[config.mk]
export PLATFORM = sky130hd
export DESIGN_NAME = branch_tournament_chooser
export DESIGN_NICKNAME = d
export VERILOG_FILES = /design/src/rtl/branch_tournament_chooser.sv
export SDC_FILE = /design/constraint.sdc
export NUM_CORES = 1
export LEC_CHECK = 0
export ABC_AREA = 0
export CAP_MARGIN = 40
export CORE_MARGIN = 2
export CORE_UTILIZATION = 31
export DETAILED_ROUTE_END_ITERATION = 10
export GPL_ROUTABILITY_DRIVEN = 0
export PLACE_DENSITY = 0.5
export SYNTH_ARGS = -nofsm -noshare
export SYNTH_HDL_FRONTEND = slang
export SYNTH_SLANG_ARGS = --single-unit
[constraint.sdc]
create_clock -name clk -period 3.5 [get_ports clk]
set_input_delay 0.525 -clock clk [delete_from_list [all_inputs] [get_ports clk]]
set_output_delay 0.525 -clock clk [all_outputs]
set_load 0.005 [all_outputs]
[src/rtl/branch_tournament_chooser.sv]
// Tournament chooser: PC-indexed 2-bit counters choose local vs global direction, 0-cycle predict.
// Holds in-flight {loc,glob} until EX resolve; stall_if asserts when the in-flight queue is full.
module branch_tournament_chooser #(
  parameter int N_ENTRIES = 128,
  parameter int Q_DEPTH   = 4
) (
  input  logic        clk,
  input  logic        rst_n,
  input  logic        is_branch_if,
  input  logic [31:0] pc_if,
  input  logic        loc_predict_taken_if,
  input  logic        glob_predict_taken_if,
  output logic        predict_taken_if,
  output logic        use_global_if,
  output logic        stall_if,
  input  logic        is_branch_ex,
  input  logic [31:0] pc_ex,
  input  logic        cmp_out_ex,
  input  logic        flush,
  output logic        underflow_err
);
  localparam int IDX_W = $clog2(N_ENTRIES);
  localparam int PTR_W = $clog2(Q_DEPTH);
  localparam int CNT_W = PTR_W + 1;
  localparam logic [CNT_W-1:0] FULL = CNT_W'(Q_DEPTH);

  logic [1:0]       ctr   [N_ENTRIES];
  logic [1:0]       q_dat [Q_DEPTH];
  logic [PTR_W-1:0] wr_ptr, rd_ptr, rd_ptr_nxt;
  logic [CNT_W-1:0] count;
  logic [IDX_W-1:0] idx_if, idx_ex;
  logic [1:0]       head;
  logic             push, pop, loc_ok, glob_ok;
  logic             unused_pc;

  assign idx_if    = pc_if[IDX_W+1:2];
  assign idx_ex    = pc_ex[IDX_W+1:2];
  assign unused_pc = ^{pc_if[31:IDX_W+2], pc_if[1:0], pc_ex[31:IDX_W+2], pc_ex[1:0]};

  // Table read is the pre-update value; a same-cycle EX write shows up next cycle.
  assign use_global_if    = ctr[idx_if][1];
  assign predict_taken_if = use_global_if ? glob_predict_taken_if : loc_predict_taken_if;
  assign stall_if         = (count == FULL);

  assign pop        = is_branch_ex && (count != '0);
  assign push       = is_branch_if && !flush && ((count < FULL) || pop);
  assign rd_ptr_nxt = pop ? rd_ptr + 1'b1 : rd_ptr;

  // head = {loc, glob} of the oldest in-flight branch
  assign head    = q_dat[rd_ptr];
  assign loc_ok  = (head[1] == cmp_out_ex);
  assign glob_ok = (head[0] == cmp_out_ex);

  always_ff @(posedge clk) begin
    if (push) q_dat[wr_ptr] <= {loc_predict_taken_if, glob_predict_taken_if};
  end

  always_ff @(posedge clk or negedge rst_n) begin
    if (!rst_n) begin
      wr_ptr        <= '0;
      rd_ptr        <= '0;
      count         <= '0;
      underflow_err <= 1'b0;
    end else begin
      rd_ptr <= rd_ptr_nxt;
      if (is_branch_ex && (count == '0)) underflow_err <= 1'b1;
      // Flush drops everything younger than the branch popping this cycle.
      if (flush) begin
        count  <= '0;
        wr_ptr <= rd_ptr_nxt;
      end else begin
        if (push) wr_ptr <= wr_ptr + 1'b1;
        case ({push, pop})
          2'b10:   count <= count + 1'b1;
          2'b01:   count <= count - 1'b1;
          default: count <= count;
        endcase
      end
    end
  end

  always_ff @(posedge clk or negedge rst_n) begin
    if (!rst_n) begin
      for (int i = 0; i < N_ENTRIES; i++) ctr[i] <= 2'b01;
    end else if (pop) begin
      if (glob_ok && !loc_ok && (ctr[idx_ex] != 2'b11))
        ctr[idx_ex] <= ctr[idx_ex] + 1'b1;
      else if (loc_ok && !glob_ok && (ctr[idx_ex] != 2'b00))
        ctr[idx_ex] <= ctr[idx_ex] - 1'b1;
    end
  end
endmodule
-- Yosys cells after proc, flatten, opt, wreduce, memory -nomap -nowiden
Memories as Yosys holds them, arrays and structs flattened.
Index checks and enable logic that the tools add are counted.
- add/sub/neg operators: 6
- $lt $le $gt $ge: 4
- equal/unequal tests: 6
- multiplexer cells: 20
- bitwise logic cells: 2
- reduce and logical (&&, ||, !) cells: 20
- operators with widths (cell ; number):
    bitwise mux 256 bit ; 2
    2-to-1 mux 256 bit ; 2
    binary-select mux 2 bit (select 7 bit) ; 2
    >= comparator 8 bit, second input constant ; 2
    2-to-1 mux 2 bit ; 8
    inverter 7 -> 8 bit ; 2
    demux 2 bit (select 7 bit) ; 1
    logical AND 1 bit ; 9
    < comparator 8 x 1 -> 1 bit, second input constant ; 1
    adder 2 x 1 -> 2 bit, second input constant ; 3
    case mux 3 bit (2 select lines) ; 1
    nonzero test 2 bit ; 3
    nonzero test 3 bit ; 2
    adder 3 x 1 -> 3 bit, second input constant ; 1
    == test 3 bit, second input constant ; 1
    zero test 1 bit ; 3
    zero test 3 bit ; 1
    < comparator 3 bit, second input constant ; 1
    2-to-1 mux 1 bit ; 3
    2-to-1 mux 3 bit ; 1
    subtractor 3 x 1 -> 3 bit, second input constant ; 1
    == test 1 bit ; 2
    == test 2 x 1 -> 1 bit, second input constant ; 1
    == test 2 bit, second input constant ; 1
    other kinds (4) ; 4
- bits in registers: 264
- memory bits (writable): 8
- input bits: 72
- output and inout port bits: 4
- logic and storage cells: 191
- memories kept: 1
- memory list (name ; words ; width ; rd ports ; clocked after Yosys merged registers in ; wr ports ; RTL line ; RTL):
    q_dat ; 4 ; 2 ; 1 ; 0 ; 1 ; 28 ; logic [1:0] q_dat [Q_DEPTH];

-- Depth between registers and ports, before layout
- word-level depth: 8
- gate-level depth with buffers: 21
- mapped depth without buffers: 13

-- Worst setup path before layout
No wires, ideal clock.
- path kind: in2reg
- start: in pc_ex[2]
- end: reg ctr[171] (netlist name)
- setup time: 0.128 ns
- arrival: 3.887 ns
- data required time: 3.372 ns
- path slack: -0.514 ns
- stages: 16
- buffers on the path: 5
- path through: buf_2 buf_6 mux4_2 mux2i_1 nor2_1 a221o_1 a211o_1 buf_6 or3_1 ha_1 o221ai_1 and3_1 buf_2 buf_2 nand3_1 mux2_1
- cells in the longest elaborated chain, start to end: 8
- elaborated cells on any way between the ends: 21
- those cells by class: add/sub: 2; order compare: 2; eq/ne: 1; mux: 9; bitwise: 1; reduce/logical: 6
- ends and longest elaborated chain (item ; RTL line ; RTL):
    start, declared ; 17 ; input logic [31:0] pc_ex,
    inverter 7 -> 8 bit (implied by the code) * ; n/a ;
    binary-select mux 2 bit (select 7 bit) (tied with other cells) ; n/a ;
    2-to-1 mux 2 bit (implied by the code) or logical AND 1 bit (tied branches) ; n/a ;
    2-to-1 mux 2 bit, on equally long branches ; n/a ;
    subtractor 2 x 1 -> 2 bit (tied with other cells) ; 89 ; ctr[idx_ex] <= ctr[idx_ex] - 1'b1;
    bitwise mux 256 bit (tied with other cells) ; 89 ;
    2-to-1 mux 256 bit or nonzero test 2 bit (tied branches) ; n/a ;
    2-to-1 mux 256 bit or AND reduction 2 bit (tied branches) ; n/a ;
    end signal, assigned by index ; 87 ; ctr[idx_ex] <= ctr[idx_ex] + 1'b1;
    end signal, assigned by index ; 89 ;
    end, declared ; 27 ; logic [1:0] ctr [N_ENTRIES];
Every way passes the cells marked *; elsewhere a longest branch is shown, timed or not. The select of a mux whose other input is x is not followed.
A chain may end at the register's enable or synchronous reset.

-- Final worst setup path
- start: in pc_ex[3]
- end: reg ctr[41] (netlist name)
Same word-level chain as after synthesis.

==> results.txt <==
worst vdd rail ir drop - 0.000525 V
final setup vio count - 94
die area - 48600 um2
global-route wire length before repair - 77.2 mm
final hold vios - 0
internal power - 6830 uW
number of enable flip-flop cells after synthesis - 8
critical path startpoint category - primary input
Avg Cell Area, Syn - 11.1 um2
Synth Area in Simple Gates - 12.4%
DRT antenna net count - 0
clock transition at the registers of the reported paths - 0.06 ns
Die Wd - 220 um
largest net degree at the start of global routing - 98
Worst setup EP type - flop
floorplan core area - 46400 um2
Clock Path Buffers - 3
Rows - 79
Worst-Skew Late Latency - 0.54 ns
vias in the first global route - 12200
Total Power - 10000 uW
drt pass-1 iters - 6
critical path fanouts, max - 13
initial drt markers - 771
flop2flop setup slack - -0.06 ns
htree depth - 2
final core occ - 44.0%
Routed WL per cell - 22.9 um
synth unique cells - 60
worst-margin pin slew - 0.743 ns
failing checks - negative setup slack
syn_nets - 1390
Remaining Overflow, GRT - 0
XOR/XNOR Fraction of Synth Area - 0.301%
most frequent cells in the layout - buf_4, dfrtp_1, nand2_1
top_reg_cell synth - dfrtp_1
vias per cell - 5.33
crit path kind - in2reg
fmax - 0.280 GHz
routed wire length - 51.0 mm
synthesized flop and latch total - 272
initial antenna violation count - 0
Worst EP required - 3.91 ns
All-Layer GR Usage - 21.3%
Vias - 11900
Final Cycle Share - 102%
share of post-route cells with drive strength above 1 - 54.4%
Sink Count - 272
CTS tree - done
Post-Syn Instances - 1311
input/output buffers - 25
Final Critical Period - 3.57 ns
clock root buffer - clkbuf_16
RSZ-0062 raised after global routing - yes
final worst slack - -0.0664 ns
largest family of logic cells by synthesized area - multiplexers
io pins - 76
cts bufs inserted - 34
Compound-Gate Fraction of Synth Area - 10.2%
Initial Utilization - 31.3%
Clk network pwr share - 35.1%
P_leak - 0.00852 uW
share of power burned in registers - 38.8%
sequential area share after synthesis - 48.2%
HPWL Detailed - 35.6 mm
commonest non-fill, non-tap cell in the layout - buf_4
combinational power share - 26.1%
proportion of synthesized area in mux cells - 24.1%
Post-Synth Adder-Cell Area - 0.655%
setup TNS - -2.89 ns
Pwr per Cell Area - 491 nW/um2
Cell Area, Synth - 14500 um2
Switching Power - 3200 uW
status - finished, violations left
relative slew slack - 50.4%
DRC - 0
Hold Crit Class - reg2reg
die height - 220 um
synth warn - 0
Net Sw Frac - 31.9%
synth-to-layout area growth - 40.5%
Worst EP arrival - 3.98 ns
FFs w/ async S/R, synth - 97.1%
Pins Over Slew Limit - 0
Max Cap Violations - 0
fin nets - 1674
clock skew - 0.0196 ns
Ant. Diodes - 0
==> power groups by stage <==
stage | logic, uW | clock network (uW) | registers (uW)
after detailed placement | 2360 | 0 | 3920
final | 2620 | 3520 | 3890
after CTS | 2530 | 3610 | 3880
after global placement | 2330 | 0 | 3920
after floorplan | 1460 | 0 | 3810
after global routing | 2800 | 3730 | 3930
==> synth_stat cells (6+ instances only) <==
| library cell | n | area [um2] |
|---|---|---|
| a21oi_1 | 19 | 95.1 |
| a221oi_1 | 15 | 131 |
| a22oi_1 | 23 | 173 |
| and2_1 | 7 | 43.8 |
| buf_2 | 35 | 175 |
| buf_6 | 10 | 113 |
| clkbuf_1 | 51 | 191 |
| dfrtp_1 | 136 | 3400 |
| dfstp_2 | 128 | 3360 |
| edfxtp_1 | 8 | 240 |
| ha_1 | 6 | 75.1 |
| inv_1 | 22 | 82.6 |
| mux2_2 | 149 | 1680 |
| mux2i_1 | 64 | 641 |
| mux4_2 | 52 | 1170 |
| nand2_1 | 155 | 582 |
| nand2b_1 | 9 | 56.3 |
| nand3_1 | 117 | 586 |
| nand3b_1 | 6 | 45.0 |
| nand4_1 | 16 | 100 |
| nor2_1 | 52 | 195 |
| nor2b_1 | 8 | 50.1 |
| nor3_1 | 6 | 30.0 |
| o211ai_1 | 7 | 52.6 |
| o21ai_0 | 138 | 691 |
| o22ai_1 | 7 | 43.8 |
==> layout make-up <==
cell class              instances  area, um2
fillers                      4324      25900
multi-input cells             914       8180
flip-flops and latches        272       7010
repair buffers                350       3280
clock buffers                  51        986
well taps                     607        759
clock inverters                10        115
inverters                      23       86.3
==> metrics by stage <==
step                std cells  hold WS [ns]  setup slack, ns  cell area (um2)
floorplan                1311         0.229           -0.331            15300
global placement         2157         0.446           -0.744            18400
detailed placement       2157         0.451           -0.788            18400
CTS                      2225         0.460           -0.112            19900
global route             2227         0.471           -0.189            20400
finish                   2227         0.457          -0.0664            20400
==> cells by family (layout without fill, tap and decap cells) <==
kind of cell | after synthesis | count (layout)
xor+xnor | 5 | 5
fa+ha+maj | 7 | 7
mux | 266 | 266
flops | 272 | 272
compound gates | 243 | 243
simple gates | 393 | 393
buf+inv | 125 | 434
==> routing by layer <==
metal  up-vias  global-route usage (%)  wire length, um  part of all wire (%)
met2       358                    33.9            23800                    47
met4         0                    8.34             1830                   3.6
li1       5417                       -                -                     -
met1      5980                    29.1            22700                    45
met5         -                       0                0                     0
met3       120                    3.63             2630                   5.2
==> worst paths after layout <==
kind                       startpoint        end  cells after the start
setup reg to reg                 flop    ctr[41]                     12
setup / recovery             pc_ex[3]    ctr[41]                     16
hold / removal                   flop       flop                      2
max in group asynchronous       rst_n  async pin                      3
min in group asynchronous       rst_n   ctr[251]                      2
hold reg to reg                  flop       flop                      2
==> worst max-delay path: stages <==
cell and delay [ns]:
buf_6 0.15, buf_12 0.18, and2_4 0.19, nand2_1 0.06
o21ai_0 0.10, a221o_1 0.38, a221o_1 0.36, a211o_1 0.27
or3_4 0.35, ha_4 0.18, o221ai_2 0.15, and3_4 0.32
buf_12 0.20, buf_12 0.14, nand3_2 0.09, mux2_2 0.29
==> repair_timing <==
item                                   4_1_cts  5_1_grt
setup endpoints to repair                  234      256
setup buffers                                6        1
endpoints found under the hold margin       26        0
gates resized for setup                     85      135
hold buffers                                 1        0
cloned                                       2        2
pin swaps                                    9       21
No activity file was read; power rests on OpenSTA's default activity.
